===== src/rtl/nand_block_erase_engine.sv =====
// NAND block-erase sequencer: 60h, three row bytes, D0h, wait R/B#, 70h, status read.
// Pins are registered from the current state, so they trail the FSM by one cycle.
module nand_block_erase_engine #(
    parameter int unsigned TWP_CYC     = 2,
    parameter int unsigned TWH_CYC     = 2,
    parameter int unsigned TWB_CYC     = 8,
    parameter int unsigned TWHR_CYC    = 8,
    parameter int unsigned TIMEOUT_CYC = 1000000
) (
    input  logic        clk,
    input  logic        rst,
    input  logic        en_erase_page,
    input  logic [23:0] erase_addr_row,
    output logic        end_erase_page,
    output logic        erase_fail,
    output logic        erase_timeout,
    output logic        busy,
    output logic        nf_ce_n,
    output logic        nf_cle,
    output logic        nf_ale,
    output logic        nf_we_n,
    output logic        nf_re_n,
    output logic [7:0]  nf_dq_out,
    output logic        nf_dq_oe,
    input  logic [7:0]  nf_dq_in,
    input  logic        nf_rb_n
);
    localparam int unsigned BYTE_LEN = 1 + TWP_CYC + TWH_CYC;
    localparam int unsigned M0   = (TWB_CYC > TWHR_CYC) ? TWB_CYC : TWHR_CYC;
    localparam int unsigned M1   = (M0 > BYTE_LEN) ? M0 : BYTE_LEN;
    localparam int unsigned MAXP = (M1 > TIMEOUT_CYC) ? M1 : TIMEOUT_CYC;
    localparam int unsigned CW   = $clog2(MAXP) + 1;

    typedef enum logic [3:0] {
        S_IDLE, S_CMD1, S_ADDR, S_CMD2, S_WAIT_WB, S_WAIT_RB,
        S_STAT_CMD, S_WAIT_WHR, S_READ, S_DONE
    } state_t;

    state_t          state, state_nxt;
    logic [CW-1:0]   cnt, cnt_nxt;
    logic [1:0]      addr_idx, addr_nxt;
    logic [23:0]     row_q;
    logic            en_q, rb_meta, rb_sync;
    logic            load_c, capture_c, timeout_c, we_low_c, byte_done_c;
    logic            ce_c, cle_c, ale_c, we_c, re_c, oe_c;
    logic [7:0]      dq_c;
    logic            unused_dq;

    assign unused_dq = ^nf_dq_in[7:1];

    // FSM state register
    always_ff @(posedge clk or posedge rst) begin
        if (rst) state <= S_IDLE;
        else     state <= state_nxt;
    end

    // next state, counter control and pin values for the current state
    always_comb begin
        state_nxt   = state;
        cnt_nxt     = cnt + CW'(1);
        addr_nxt    = addr_idx;
        load_c      = 1'b0;
        capture_c   = 1'b0;
        timeout_c   = 1'b0;
        ce_c        = 1'b0;
        cle_c       = 1'b0;
        ale_c       = 1'b0;
        we_c        = 1'b1;
        re_c        = 1'b1;
        oe_c        = 1'b0;
        dq_c        = 8'h00;
        we_low_c    = (cnt != CW'(0)) && (cnt <= CW'(TWP_CYC));
        byte_done_c = (cnt == CW'(BYTE_LEN - 1));
        case (state)
            S_IDLE: begin
                ce_c    = 1'b1;
                cnt_nxt = CW'(0);
                if (en_erase_page && !en_q) begin
                    state_nxt = S_CMD1;
                    load_c    = 1'b1;
                end
            end
            S_CMD1: begin
                cle_c = 1'b1; oe_c = 1'b1; dq_c = 8'h60; we_c = !we_low_c;
                if (byte_done_c) begin
                    state_nxt = S_ADDR;
                    cnt_nxt   = CW'(0);
                    addr_nxt  = 2'd0;
                end
            end
            S_ADDR: begin
                ale_c = 1'b1; oe_c = 1'b1; we_c = !we_low_c;
                case (addr_idx)
                    2'd0:    dq_c = row_q[7:0];
                    2'd1:    dq_c = row_q[15:8];
                    default: dq_c = row_q[23:16];
                endcase
                if (byte_done_c) begin
                    cnt_nxt = CW'(0);
                    if (addr_idx == 2'd2) state_nxt = S_CMD2;
                    else                  addr_nxt  = addr_idx + 2'd1;
                end
            end
            S_CMD2: begin
                cle_c = 1'b1; oe_c = 1'b1; dq_c = 8'hD0; we_c = !we_low_c;
                if (byte_done_c) begin
                    state_nxt = S_WAIT_WB;
                    cnt_nxt   = CW'(0);
                end
            end
            S_WAIT_WB: begin
                if (cnt == CW'(TWB_CYC - 1)) begin
                    state_nxt = S_WAIT_RB;
                    cnt_nxt   = CW'(0);
                end
            end
            S_WAIT_RB: begin
                if (rb_sync) begin
                    state_nxt = S_STAT_CMD;
                    cnt_nxt   = CW'(0);
                end else if (cnt == CW'(TIMEOUT_CYC - 1)) begin
                    state_nxt = S_DONE;
                    timeout_c = 1'b1;
                end
            end
            S_STAT_CMD: begin
                cle_c = 1'b1; oe_c = 1'b1; dq_c = 8'h70; we_c = !we_low_c;
                if (byte_done_c) begin
                    state_nxt = S_WAIT_WHR;
                    cnt_nxt   = CW'(0);
                end
            end
            S_WAIT_WHR: begin
                if (cnt == CW'(TWHR_CYC - 1)) begin
                    state_nxt = S_READ;
                    cnt_nxt   = CW'(0);
                end
            end
            S_READ: begin
                re_c = !(cnt < CW'(TWP_CYC));
                // registered RE# is still in its last low cycle when cnt reaches TWP
                if (cnt == CW'(TWP_CYC)) capture_c = 1'b1;
                if (cnt == CW'(TWP_CYC + TWH_CYC - 1)) state_nxt = S_DONE;
            end
            S_DONE: begin
                ce_c      = 1'b1;
                state_nxt = S_IDLE;
                cnt_nxt   = CW'(0);
            end
            default: begin
                ce_c      = 1'b1;
                state_nxt = S_IDLE;
                cnt_nxt   = CW'(0);
            end
        endcase
    end

    // datapath, flags and registered pins
    always_ff @(posedge clk or posedge rst) begin
        if (rst) begin
            cnt            <= '0;
            addr_idx       <= 2'd0;
            row_q          <= 24'h0;
            en_q           <= 1'b0;
            rb_meta        <= 1'b0;
            rb_sync        <= 1'b0;
            end_erase_page <= 1'b0;
            erase_fail     <= 1'b0;
            erase_timeout  <= 1'b0;
            busy           <= 1'b0;
            nf_ce_n        <= 1'b1;
            nf_cle         <= 1'b0;
            nf_ale         <= 1'b0;
            nf_we_n        <= 1'b1;
            nf_re_n        <= 1'b1;
            nf_dq_out      <= 8'h00;
            nf_dq_oe       <= 1'b0;
        end else begin
            cnt            <= cnt_nxt;
            addr_idx       <= addr_nxt;
            en_q           <= en_erase_page;
            rb_meta        <= nf_rb_n;
            rb_sync        <= rb_meta;
            end_erase_page <= (state == S_DONE);
            busy           <= (state != S_IDLE) || load_c;
            if (load_c) begin
                row_q         <= erase_addr_row;
                erase_fail    <= 1'b0;
                erase_timeout <= 1'b0;
            end else if (timeout_c) begin
                erase_fail    <= 1'b1;
                erase_timeout <= 1'b1;
            end else if (capture_c) begin
                erase_fail    <= nf_dq_in[0];
            end
            nf_ce_n   <= ce_c;
            nf_cle    <= cle_c;
            nf_ale    <= ale_c;
            nf_we_n   <= we_c;
            nf_re_n   <= re_c;
            nf_dq_out <= dq_c;
            nf_dq_oe  <= oe_c;
        end
    end
endmodule


===== config.mk =====
export PLATFORM = sky130hd
export DESIGN_NAME = nand_block_erase_engine
export DESIGN_NICKNAME = d
export VERILOG_FILES = /design/src/rtl/nand_block_erase_engine.sv
export SDC_FILE = /design/constraint.sdc
export NUM_CORES = 1
export LEC_CHECK = 0
export CAP_MARGIN = 15
export CORE_MARGIN = 1
export CORE_UTILIZATION = 40
export DETAILED_ROUTE_END_ITERATION = 8
export PLACE_DENSITY = 0.61
export SYNTH_ARGS = -nofsm -noshare
export SYNTH_HDL_FRONTEND = slang
export SYNTH_SLANG_ARGS = --single-unit

===== constraint.sdc =====
create_clock -name clk -period 3.6 [get_ports clk]
set_input_delay 1.08 -clock clk [delete_from_list [all_inputs] [get_ports clk]]
set_output_delay 1.08 -clock clk [all_outputs]
set_load 0.1 [all_outputs]

Word-level counts from Yosys, hierarchy flattened:

Index checks and enable logic that the tools add are counted.

* bits in registers: 72
* input bits: 36
* output and inout port bits: 18
* word-level logic and storage cells: 108

* $add $sub $neg: 2
* $lt $le $gt $ge: 2
* equality and inequality tests: 27
* muxes and demuxes: 40
* reductions and logical operators: 19

Operators by type and width (count)
* 21-bit one-hot mux with 4 select lines: 1
* 21-bit two-way mux: 3
* 4-bit two-way mux: 11
* 21-bit by 2-bit equality test with 1-bit output (second input constant): 2
* 21-bit by 3-bit equality test with 1-bit output (second input constant): 2
* 4-bit one-hot mux with 9 select lines: 1
* 8-bit one-hot mux with 4 select lines: 1
* 21-bit by 1-bit adder with 21-bit output (second input constant): 1
* 21-bit by 20-bit equality test with 1-bit output (second input constant): 1
* 21-bit by 2-bit <= comparator with 1-bit output (second input constant): 1
* 21-bit by 2-bit < comparator with 1-bit output (second input constant): 1
* 21-bit nonzero test: 1
* 2-bit inequality test (second input constant): 10
* 1-bit two-way mux: 18
* 4-bit by 3-bit equality test with 1-bit output (second input constant): 4
* 8-bit one-hot mux with 2 select lines: 1
* 10-bit AND reduction: 1
* 4-bit by 2-bit equality test with 1-bit output (second input constant): 2
* 4-bit equality test (second input constant): 2
* 8-bit OR reduction: 1
* 2-bit two-way mux: 3
* 4-bit by 1-bit equality test with 1-bit output (second input constant): 1
* 4-bit logical NOT: 1
* 2-bit one-hot mux with 2 select lines: 1
* other kinds (15): 19

Longest topological paths before layout:

* depth in word-level cells: 6
* gate-level depth with buffers: 9
* gate-level depth less buffers: 8

Least setup slack after synthesis:

No wires, ideal clock.

* path type: input to register
* from: input port en_erase_page
* to: register state[0]
* library setup time: 129 ps
* data arrival time: 2147 ps
* required time: 3471 ps
* setup slack: 1323 ps
* stages: 6
* path buffers: 0
* cell sequence: nor3b_1 > a21oi_1 > a32oi_1 > o211ai_1 > or2_1 > o41a_1

* longest elaborated chain between the ends: 3

Ends and longest elaborated chain
* start, declared: RTL line 12 `input logic en_erase_page,`
* 1-bit logical AND: RTL line 78 `if (en_erase_page && !en_q) begin`
* 2-bit inequality test (no line)
* 10-bit AND reduction (no line)
* end signal, assigned: RTL line 54 `else state <= state_nxt;`
* end, declared: RTL line 39 `state_t state, state_nxt;`

No other way between the ends.
A chain may end at the register's enable or synchronous reset.

Final worst setup path:

Same ends and word-level chain as after synthesis.

==> run metrics <==
core area=7850 µm²; # DRC=0; main combinational cell family by area after synthesis=simple AND/OR/NAND/NOR gates; WL final=6870 µm; Clk Latency, worst-skew pair=350 ps; arrival time at the worst endpoint=2870 ps; Final Hold Viols=0; Num CTS Buffers=9; starting density of the core=42.0%; setup_tns=0 ps; fin crit share=73.0%; Post-Place Setup Slack=607 ps; setup bufs post-CTS=0; clock tree buffer depth=2; type of the worst setup path=input pin to register; share of cells above drive strength 1=20.5%; fill cell count=735; initial antenna violation count=0; Placer Congestion=0.793; sequential fraction of the synthesis area=54.7%; final antenna diode count=0; I/O pin count=54; # clock sinks=72; CTS Hold Bufs=0; type of destination of the critical path=register; first-pass GRT wire length=11,500 µm; Main synth FF type=dfrtp_1; Fmax=381 MHz; vias in the first global route=2,254; most common cell after layout, fill and taps aside=dfrtp_1; Yosys cell types=51; Antenna Nets Post-Route=0; vias after detailed routing=2,348; Area Overhead vs Synth=22.3%; Syn Nets=339; die height=92.8 µm; Max Fanout on Critical Path=4; Post-Synth XOR/XNOR Area=5.31%; worst slew pin tran=694 ps; post-synthesis register bit count=72; largest net degree at the start of global routing=73; Period minus WS final=2630 ps; GR Overflow Total=0; # H-tree levels=3; Max-cap violations=0; Async SR Flop Fraction=100%; Post-Synth Simple-Gate Area=16.6%; Resized Gates After CTS=0; Setup crit start kind=input pin; mux cell area share after synthesis=8.84%; Worst Hold Class=register to register; Static Leak=1.77 nW; Post-synth EDFFs=0; RSZ-0062 raised after global routing=no; Fin Clk Skew=16.7 ps; area of the mapped netlist=3300 µm²; Detailed Place HPWL=4490 µm; most frequent cells in the layout=69 x dfrtp_1, 34 x nor2_1, 28 x clkdlybuf4s50_1; DRT iter0 DRCs=120; Layout Nets=388; WHS=355 ps; VDD IR-drop max=0.000586 V; status=finished, final reports clean; final worst slack=973 ps; Mean Syn Cell Area=11.1 µm²; Post-Synthesis Cells=297; Pre-Repair DR Iteration Count=4; Slew Limit Fails=0; Die Width=92.8 µm; CTS root buffer=clkbuf_8; DIE AREA=8610 µm²; Tot GR Track Use=17.5%; final setup vio count=0; PwrDens=871 nW/µm²; YS warnings=0; Tot Pwr=3.52 mW; CP required=3840 ps; port bufs=46; Slew HR=53.3%; CTS tree=built; adder-cell share of the synthesized area=2.28%; WL/cell=15.2 µm; vias per cell=5.18; Rows=32; Worst-path clk slew=90 ps; Synth Area in Compound Gates=8.76%
-- worst max-delay path: stages --
cell             delay, ps
clkdlybuf4s50_1        520
nor3b_1                240
a21oi_1                 60
a32oi_1                210
o211ai_1               180
or2_1                  260
o41a_1                 310
-- final timing paths --
path                                      end  slack, ps          start  depth (start not counted)
worst max register to register  erase_timeout       1310       state[0]                          5
worst min-delay path                  rb_sync        350        rb_meta                          0
max in group asynchronous             nf_re_n       2140            rst                          3
worst max-delay path                 state[0]        970  en_erase_page                          7
min in group asynchronous            row_q[3]       1140            rst                          3
worst min register to register        rb_sync        350        rb_meta                          0
-- state kept, by name, indices dropped and copies added (netlist names) --
signal	count
addr_idx	2
busy	1
cnt	21
en_q	1
end_erase_page	1
erase_fail	1
erase_timeout	1
nf_ale	1
nf_ce_n	1
nf_cle	1
nf_dq_oe	1
nf_dq_out	8
nf_re_n	1
nf_we_n	1
rb_meta	1
rb_sync	1
row_q	24
state	4
-- logic make-up after synthesis --
kind of cell / count (synthesis)
compound gates: 41
xor+xnor: 20
fa+ha+maj: 6
buf+inv: 27
flops: 72
mux: 26
simple gates: 105
-- routing by layer --
metal | GRT usage [%] | part of all wire [%] | vias up
met4 | 7.69 | 1.8 | 0
met1 | 24.5 | 49 | 1148
met5 | 0 | 0 | -
met3 | 4.02 | 4.2 | 11
li1 | - | - | 1138
met2 | 25.6 | 45 | 51
-- layout make-up --
cell class / count / area (µm²) / area share (%)
Sequential cell: 72 / 1810 / 44.7
Multi-Input combinational cell: 198 / 1380 / 34.2
Timing Repair Buffer: 49 / 450 / 11.2
Clock buffer: 11 / 131 / 3.26
Tap cell: 102 / 128 / 3.16
Clock inverter: 5 / 81.3 / 2.02
Inverter: 16 / 60.1 / 1.49
-- power by group --
group | total (mW) | switching, mW | leakage (nW) | internal [mW]
logic | 1.54 | 1.03 | 0.753 | 0.506
clock network | 0.698 | 0.307 | 0.104 | 0.391
registers | 1.28 | 0.214 | 0.917 | 1.07
-- through the flow --
step	cell area [µm²]	util, %	instances
after floorplan	3300	-	297
after CTS	4040	51.4	453
after global placement	3820	48.7	437
final	4040	51.4	453
after detailed placement	3820	48.7	437
after global routing	4040	51.4	453
-- cells in the mapped netlist, types with 2 or more instances --
master / n / area (µm²)
nor3_1: 7 / 35.0
a22oi_1: 4 / 30.0
clkbuf_1: 3 / 11.3
nand4_1: 7 / 43.8
buf_2: 7 / 35.0
xnor2_1: 7 / 61.3
inv_1: 16 / 60.1
nor2b_1: 2 / 12.5
a21oi_1: 10 / 50.1
nand3_1: 14 / 70.1
nand3b_1: 2 / 15.0
nand2b_1: 5 / 31.3
nor3_2: 2 / 20.0
o31ai_1: 4 / 30.0
a21boi_0: 2 / 15.0
nor2_1: 34 / 128
ha_1: 6 / 75.1
xor2_1: 13 / 114
nand2_1: 16 / 60.1
mux2_2: 25 / 282
dfstp_2: 3 / 78.8
a221oi_1: 2 / 17.5
o21a_1: 2 / 15.0
dfrtp_1: 69 / 1730
nor4_1: 5 / 31.3
o21ai_0: 5 / 25.0
No activity file was read; power rests on OpenSTA's default activity.
